==> src/rtl/comm_pkg.sv <==
// rtl/comm_pkg.sv - shared types and constants for the command link slave
package comm_pkg;
   typedef enum logic [1:0] {IDLE, WAIT_M, WAIT_L} rx_state_t;

   localparam int FRAME_BYTES     = 3;
   localparam int DEFAULT_TIMEOUT = 1_000_000;
   localparam int BAUD_DIV        = 16;
endpackage

==> src/rtl/UART.sv <==
// rtl/UART.sv - 8N1 UART transceiver, BAUD_DIV clocks per bit
// rx_rdy is a level held until clr_rx_rdy; tx_done pulses once after the stop bit.
module UART
   import comm_pkg::*;
(
   input  logic       clk,
   input  logic       rst_n,
   input  logic       RX,
   output logic       TX,
   input  logic       trmt,
   input  logic [7:0] tx_data,
   output logic       tx_done,
   output logic       rx_rdy,
   input  logic       clr_rx_rdy,
   output logic [7:0] rx_data
);
   localparam int CW = $clog2(BAUD_DIV);
   localparam logic [CW-1:0] FULL = CW'(BAUD_DIV - 1);
   localparam logic [CW-1:0] HALF = CW'(BAUD_DIV / 2 - 1);

   logic [9:0]    tx_sh_q;
   logic [3:0]    tx_bits_q;
   logic [CW-1:0] tx_cnt_q;
   logic          tx_busy_q, tx_done_q;

   always_ff @(posedge clk or negedge rst_n) begin
      if (!rst_n) begin
         tx_sh_q   <= '1;
         tx_bits_q <= '0;
         tx_cnt_q  <= '0;
         tx_busy_q <= 1'b0;
         tx_done_q <= 1'b0;
      end else begin
         tx_done_q <= 1'b0;
         if (trmt && !tx_busy_q) begin
            tx_sh_q   <= {1'b1, tx_data, 1'b0};
            tx_busy_q <= 1'b1;
            tx_bits_q <= '0;
            tx_cnt_q  <= '0;
         end else if (tx_busy_q) begin
            if (tx_cnt_q == FULL) begin
               tx_cnt_q <= '0;
               tx_sh_q  <= {1'b1, tx_sh_q[9:1]};
               if (tx_bits_q == 4'd9) begin
                  tx_busy_q <= 1'b0;
                  tx_done_q <= 1'b1;
               end else begin
                  tx_bits_q <= tx_bits_q + 4'd1;
               end
            end else begin
               tx_cnt_q <= tx_cnt_q + 1'b1;
            end
         end
      end
   end

   assign TX      = tx_sh_q[0];
   assign tx_done = tx_done_q;

   logic          rx_s1_q, rx_s2_q, rx_busy_q, rx_rdy_q;
   logic [3:0]    rx_bits_q;
   logic [CW-1:0] rx_cnt_q;
   logic [7:0]    rx_sh_q, rx_data_q;

   // First sample lands mid start bit; the start bit shifts out after the 9th sample.
   always_ff @(posedge clk or negedge rst_n) begin
      if (!rst_n) begin
         rx_s1_q   <= 1'b1;
         rx_s2_q   <= 1'b1;
         rx_busy_q <= 1'b0;
         rx_bits_q <= '0;
         rx_cnt_q  <= '0;
         rx_sh_q   <= '0;
         rx_data_q <= '0;
         rx_rdy_q  <= 1'b0;
      end else begin
         rx_s1_q <= RX;
         rx_s2_q <= rx_s1_q;
         if (clr_rx_rdy) rx_rdy_q <= 1'b0;
         if (!rx_busy_q) begin
            if (!rx_s2_q) begin
               rx_busy_q <= 1'b1;
               rx_bits_q <= '0;
               rx_cnt_q  <= '0;
            end
         end else if (rx_cnt_q == ((rx_bits_q == 4'd0) ? HALF : FULL)) begin
            rx_cnt_q <= '0;
            rx_sh_q  <= {rx_s2_q, rx_sh_q[7:1]};
            if (rx_bits_q == 4'd9) begin
               rx_busy_q <= 1'b0;
               rx_data_q <= rx_sh_q;
               rx_rdy_q  <= 1'b1;
            end else begin
               rx_bits_q <= rx_bits_q + 4'd1;
            end
         end else begin
            rx_cnt_q <= rx_cnt_q + 1'b1;
         end
      end
   end

   assign rx_rdy  = rx_rdy_q;
   assign rx_data = rx_data_q;
endmodule

==> src/rtl/comm_slave.sv <==
// rtl/comm_slave.sv - 3-byte command framer and 1-byte responder over UART
// Optional inter-byte timeout enabled by COMM_TIMEOUT_EN.
module comm_slave
   import comm_pkg::*;
#(
   parameter int TIMEOUT_CYCLES = DEFAULT_TIMEOUT
) (
   input  logic        clk,
   input  logic        rst_n,
   input  logic        RX,
   output logic        TX,
   output logic [7:0]  cmd,
   output logic [15:0] data,
   output logic        cmd_rdy,
   input  logic        clr_cmd_rdy,
   input  logic [7:0]  resp,
   input  logic        send_resp,
   output logic        resp_sent,
   output logic        frame_err
);
   if (TIMEOUT_CYCLES < 2) begin : g_bad_timeout
      $error("TIMEOUT_CYCLES must be at least 2");
   end

   logic       rx_rdy, clr_rx_rdy, trmt, tx_done, timeout;
   logic [7:0] rx_data;
   rx_state_t  state_q;
   logic [7:0] cmd_q;
   logic [15:0] data_q;
   logic       cmd_rdy_q, busy_q, resp_sent_q;

   UART uart_i (
      .clk        (clk),
      .rst_n      (rst_n),
      .RX         (RX),
      .TX         (TX),
      .trmt       (trmt),
      .tx_data    (resp),
      .tx_done    (tx_done),
      .rx_rdy     (rx_rdy),
      .clr_rx_rdy (clr_rx_rdy),
      .rx_data    (rx_data)
   );

   assign clr_rx_rdy = rx_rdy && (state_q == IDLE || state_q == WAIT_M || state_q == WAIT_L);

`ifdef COMM_TIMEOUT_EN
   localparam int GAP_W = $clog2(TIMEOUT_CYCLES);
   localparam logic [GAP_W-1:0] GAP_MAX = GAP_W'(TIMEOUT_CYCLES - 1);

   logic [GAP_W-1:0] gap_q, gap_d;
   logic             frame_err_q;

   always_comb begin
      gap_d = '0;
      if ((state_q == WAIT_M || state_q == WAIT_L) && !rx_rdy) gap_d = gap_q + 1'b1;
   end

   assign timeout = (state_q == WAIT_M || state_q == WAIT_L) && (gap_q == GAP_MAX);

   // A byte arriving on the timeout cycle is accepted, so it suppresses the error.
   always_ff @(posedge clk or negedge rst_n) begin
      if (!rst_n) begin
         gap_q       <= '0;
         frame_err_q <= 1'b0;
      end else begin
         gap_q       <= gap_d;
         frame_err_q <= timeout && !rx_rdy;
      end
   end

   assign frame_err = frame_err_q;
`else
   assign timeout   = 1'b0;
   assign frame_err = 1'b0;
`endif

   always_ff @(posedge clk or negedge rst_n) begin
      if (!rst_n) begin
         state_q   <= IDLE;
         cmd_q     <= '0;
         data_q    <= '0;
         cmd_rdy_q <= 1'b0;
      end else begin
         if (clr_cmd_rdy) cmd_rdy_q <= 1'b0;
         case (state_q)
            IDLE: if (rx_rdy) begin
               cmd_q     <= rx_data;
               cmd_rdy_q <= 1'b0;
               state_q   <= WAIT_M;
            end
            WAIT_M: if (rx_rdy) begin
               data_q[15:8] <= rx_data;
               state_q      <= WAIT_L;
            end else if (timeout) begin
               state_q <= IDLE;
            end
            WAIT_L: if (rx_rdy) begin
               data_q[7:0] <= rx_data;
               cmd_rdy_q   <= 1'b1;
               state_q     <= IDLE;
            end else if (timeout) begin
               state_q <= IDLE;
            end
            default: state_q <= IDLE;
         endcase
      end
   end

   assign trmt = send_resp && !busy_q;

   always_ff @(posedge clk or negedge rst_n) begin
      if (!rst_n) begin
         busy_q      <= 1'b0;
         resp_sent_q <= 1'b0;
      end else if (trmt) begin
         busy_q      <= 1'b1;
         resp_sent_q <= 1'b0;
      end else if (tx_done) begin
         busy_q      <= 1'b0;
         resp_sent_q <= 1'b1;
      end
   end

   assign cmd       = cmd_q;
   assign data      = data_q;
   assign cmd_rdy   = cmd_rdy_q;
   assign resp_sent = resp_sent_q;
endmodule
==> config.mk <==
export PLATFORM = sky130hd
export DESIGN_NAME = comm_slave
export DESIGN_NICKNAME = d
export VERILOG_FILES = /design/src/rtl/comm_pkg.sv /design/src/rtl/UART.sv /design/src/rtl/comm_slave.sv
export SDC_FILE = /design/constraint.sdc
export NUM_CORES = 1
export LEC_CHECK = 0
export ABC_AREA = 1
export BUFFER_PORTS_ARGS = -buffer_cell sky130_fd_sc_hd__buf_2
export CAP_MARGIN = 40
export CORE_UTILIZATION = 30
export DETAILED_ROUTE_END_ITERATION = 12
export PLACE_DENSITY = 0.57
export SLEW_MARGIN = 30
export SYNTH_ARGS = -nofsm -noshare
export SYNTH_HDL_FRONTEND = slang
export SYNTH_SLANG_ARGS = --single-unit
==> constraint.sdc <==
create_clock -name clk -period 1.45 [get_ports clk]
set_input_delay 0.2175 -clock clk [delete_from_list [all_inputs] [get_ports clk]]
set_output_delay 0.2175 -clock clk [all_outputs]
set_load 0.02 [all_outputs]
==> metrics.txt <==
die area=11300 µm²; PwrDens=925 nW/µm²; global-route wire length before repair=10400 µm; DRT iter0 DRCs=164; Layout Skew=0.00890 ns; placed instance count=523; clk slew on worst S/H paths=0.08 ns; die height=106 µm; FP Rows=37; hold depth=2; vias per std cell=4.52; footprint of the multi-input gates=1250 µm²; Peak VDD IR=348 µV; P_int=2820 µW; WHS=0.0613 ns; static leakage=0.00202 µW; clock root buffer=clkbuf_8; Setup Viol. Count Final=1; H-tree Lvls=3; Final Hold Viols=0; hpwl dp=4220 µm; diodes inserted=0; Area Overhead vs Synth=23.7%; largest net degree at the start of global routing=45; Sw Share=24.8%; vias in the first global route=2384; Final Cycle Share=100%; Sequential Power Share=57.0%; crit path capture type=register; synthesized net count=362; Distinct cells, synth=34; Critical Path Source Type=register; Avg Synthesized Cell Area=9.57 µm²; GP Congestion=0.749; WP data required=1.69 ns; clock period minus worst slack=1.45 ns; DRT Pass-1 Iters=4; routed len/inst=11.4 µm; Worst Hold Class=input port to register; DR DRC count=0; final setup margin=-0.00195 ns; clk buf depth=2; # port buffers=39; Seq cells post-synth=76; Final Net Count=425; sequential share of the synthesized area=58.5%; Vias=2469; share of layout cells above drive strength 1=30.0%; Core Area=10500 µm²; Worst EP arrival=1.70 ns; Pwr Total=3740 µW; Final Max Slew Viols=0; Fmax achieved=0.689 GHz; # fillers=1067; worst-skew pair later-pin latency=0.36 ns; flop-to-flop setup slack=-0.002 ns; CTS tree=yes; power share of the clock group=41.1%; combinational group share of total power=2.0%; clk sinks=76; RSZ-0062 raised after global routing=yes; initial antenna violation count=0; Syn Std Cell Area=3270 µm²; Overflow after GRT=0; MaxCap Viol Count=0; violated checks=setup timing; Non-Filler Instances=546; Final ANT Viol Nets=0; WS Path Type=register to register; CTS buffer count=9; setup_tns=-0.00195 ns; overall routing resource usage=11.8%; Die Width=106 µm; worst reg2reg path depth=8; initial core utilization=31.3%; status=finished, violations left; Mapped Cells=342; Ys Warns=0; pre-CTS WS=0.00983 ns; Sw Pwr=929 µW; sequential cell area=1920 µm²; I/O pin cnt=41; detailed-route wire length=6250 µm; crit path max fanout=8
## power by group through the flow
stage	logic (µW)	clock network (µW)	registers (µW)
final	73.9	1540	2130
after floorplan	7.16	0	2170
after global placement	74.0	0	2170
after detailed placement	75.1	0	2170
after global routing	86.6	1670	2130
after CTS	79.1	1590	2130
## sequential cells by signal, summed over array words and instances, names as in the netlist
name,count
data,16
uart_i.tx_sh_q,9
cmd,8
uart_i.rx_data,8
uart_i.rx_sh_q,8
uart_i.rx_bits_q,4
uart_i.rx_cnt_q,4
uart_i.tx_bits_q,4
uart_i.tx_cnt_q,4
state_q,2
busy_q,1
cmd_rdy,1
resp_sent,1
uart_i.rx_busy_q,1
uart_i.rx_rdy,1
uart_i.rx_s1_q,1
uart_i.rx_s2_q,1
uart_i.tx_busy_q,1
uart_i.tx_done,1
## stage by stage
stage / area, µm² / utilization (%)
2_1_floorplan: 3270 / -
3_3_place_gp: 3730 / 35.6
3_5_place_dp: 3730 / 35.6
4_1_cts: 3940 / 37.7
5_1_grt: 4050 / 38.7
6_report: 4050 / 38.7
## Yosys cell counts
| master | number | area [µm²] |
|---|---|---|
| inv_1 | 23 | 86.3 |
| nor2_1 | 10 | 37.5 |
| inv_4 | 1 | 6.26 |
| nand4_4 | 1 | 21.3 |
| dfstp_2 | 11 | 289 |
| nand2_4 | 3 | 33.8 |
| o21ai_0 | 50 | 250 |
| xnor2_1 | 2 | 17.5 |
| nand3_1 | 27 | 135 |
| o22ai_1 | 2 | 12.5 |
| inv_2 | 5 | 18.8 |
| a22o_1 | 1 | 8.76 |
| nand3_2 | 1 | 10.0 |
| o31ai_1 | 2 | 15.0 |
| buf_6 | 3 | 33.8 |
| nor2_4 | 3 | 33.8 |
| nand4_1 | 1 | 6.26 |
| conb_1 | 1 | 3.75 |
| buf_2 | 1 | 5.00 |
| a31oi_1 | 2 | 12.5 |
| clkbuf_1 | 2 | 7.51 |
| o21a_1 | 1 | 7.51 |
| nand2_1 | 98 | 368 |
| buf_4 | 1 | 7.51 |
| o21ai_1 | 2 | 10.0 |
| nor2_8 | 1 | 20.0 |
| o21ai_2 | 2 | 17.5 |
| nand2_2 | 6 | 37.5 |
| xor2_1 | 3 | 26.3 |
| nor2_2 | 1 | 6.26 |
| clkbuf_2 | 1 | 5.00 |
| ha_1 | 7 | 87.6 |
| dfrtp_1 | 65 | 1630 |
| a21oi_1 | 2 | 10.0 |
## worst max-delay path, cell delays in order, from the launching register on
cell and delay (ns):
dfrtp_1 0.40, inv_2 0.09, ha_4 0.15, nand2_2 0.05, nand2_2 0.11, nand3_4 0.12
nor2_4 0.19, clkbuf_16 0.18, o21ai_1 0.05
## final timing paths
check | from | end
max | uart_i.rx_bits_q[1] | uart_i.rx_data[7]
min | clr_cmd_rdy | cmd_rdy
max reg2reg | uart_i.rx_bits_q[1] | uart_i.rx_data[7]
min reg2reg | uart_i.rx_s1_q | uart_i.rx_s2_q
max in group asynchronous | rst_n | data[0]
min in group asynchronous | rst_n | uart_i.rx_bits_q[0]
## layout by cell type (no fill, tap or decap), types with 3 or more instances in the layout
cell type	n
nand2_4	3
nor2_1	10
o21ai_1	11
nand2_1	90
buf_4	16
buf_2	38
inv_6	4
inv_1	21
nor2_4	3
nand2_2	14
dfstp_2	11
xor2_1	3
ha_1	5
clkbuf_8	9
o21ai_2	3
o21ai_0	40
buf_12	3
inv_2	7
dfrtp_1	65
nand3_1	26
## metal layers
metal | vias up | wire (µm) | GRT usage (%)
li1 | 1239 | - | -
met1 | 1184 | 2980 | 14.5
met2 | 36 | 2900 | 18.9
met3 | 10 | 210 | 3.13
met4 | 0 | 155 | 6.36
met5 | - | 0 | 0
## cells by family (layout without fill, tap and decap cells)
family          Yosys count  count (layout)  synth area share (%)
flops                    76              76                  58.5
other cells               1               1                 0.115
simple gates            152             152                  21.7
fa+ha+maj                 7               7                  2.67
xor+xnor                  5               5                  1.34
buf+inv                  37             105                  5.20
compound gates           64              64                  10.5
## area by class of cell
cell class / instances / area share [%]
well taps: 136 / 4.20
inverters: 29 / 2.75
clock buffers: 9 / 3.06
repair buffers: 60 / 10.3
multi-input cells: 229 / 30.9
flip-flops and latches: 76 / 47.3
clock inverters: 7 / 1.58
## repair_timing
item                                    CTS  global route
gates resized for setup                   1            26
gates cloned                              0             1
hold buffers                              2             0
endpoints found under the setup margin    1            26
endpoints found under the hold margin    10             0
buffers inserted                          0             4
pin swaps                                 0             3
No activity file was read; power rests on OpenSTA's default activity.
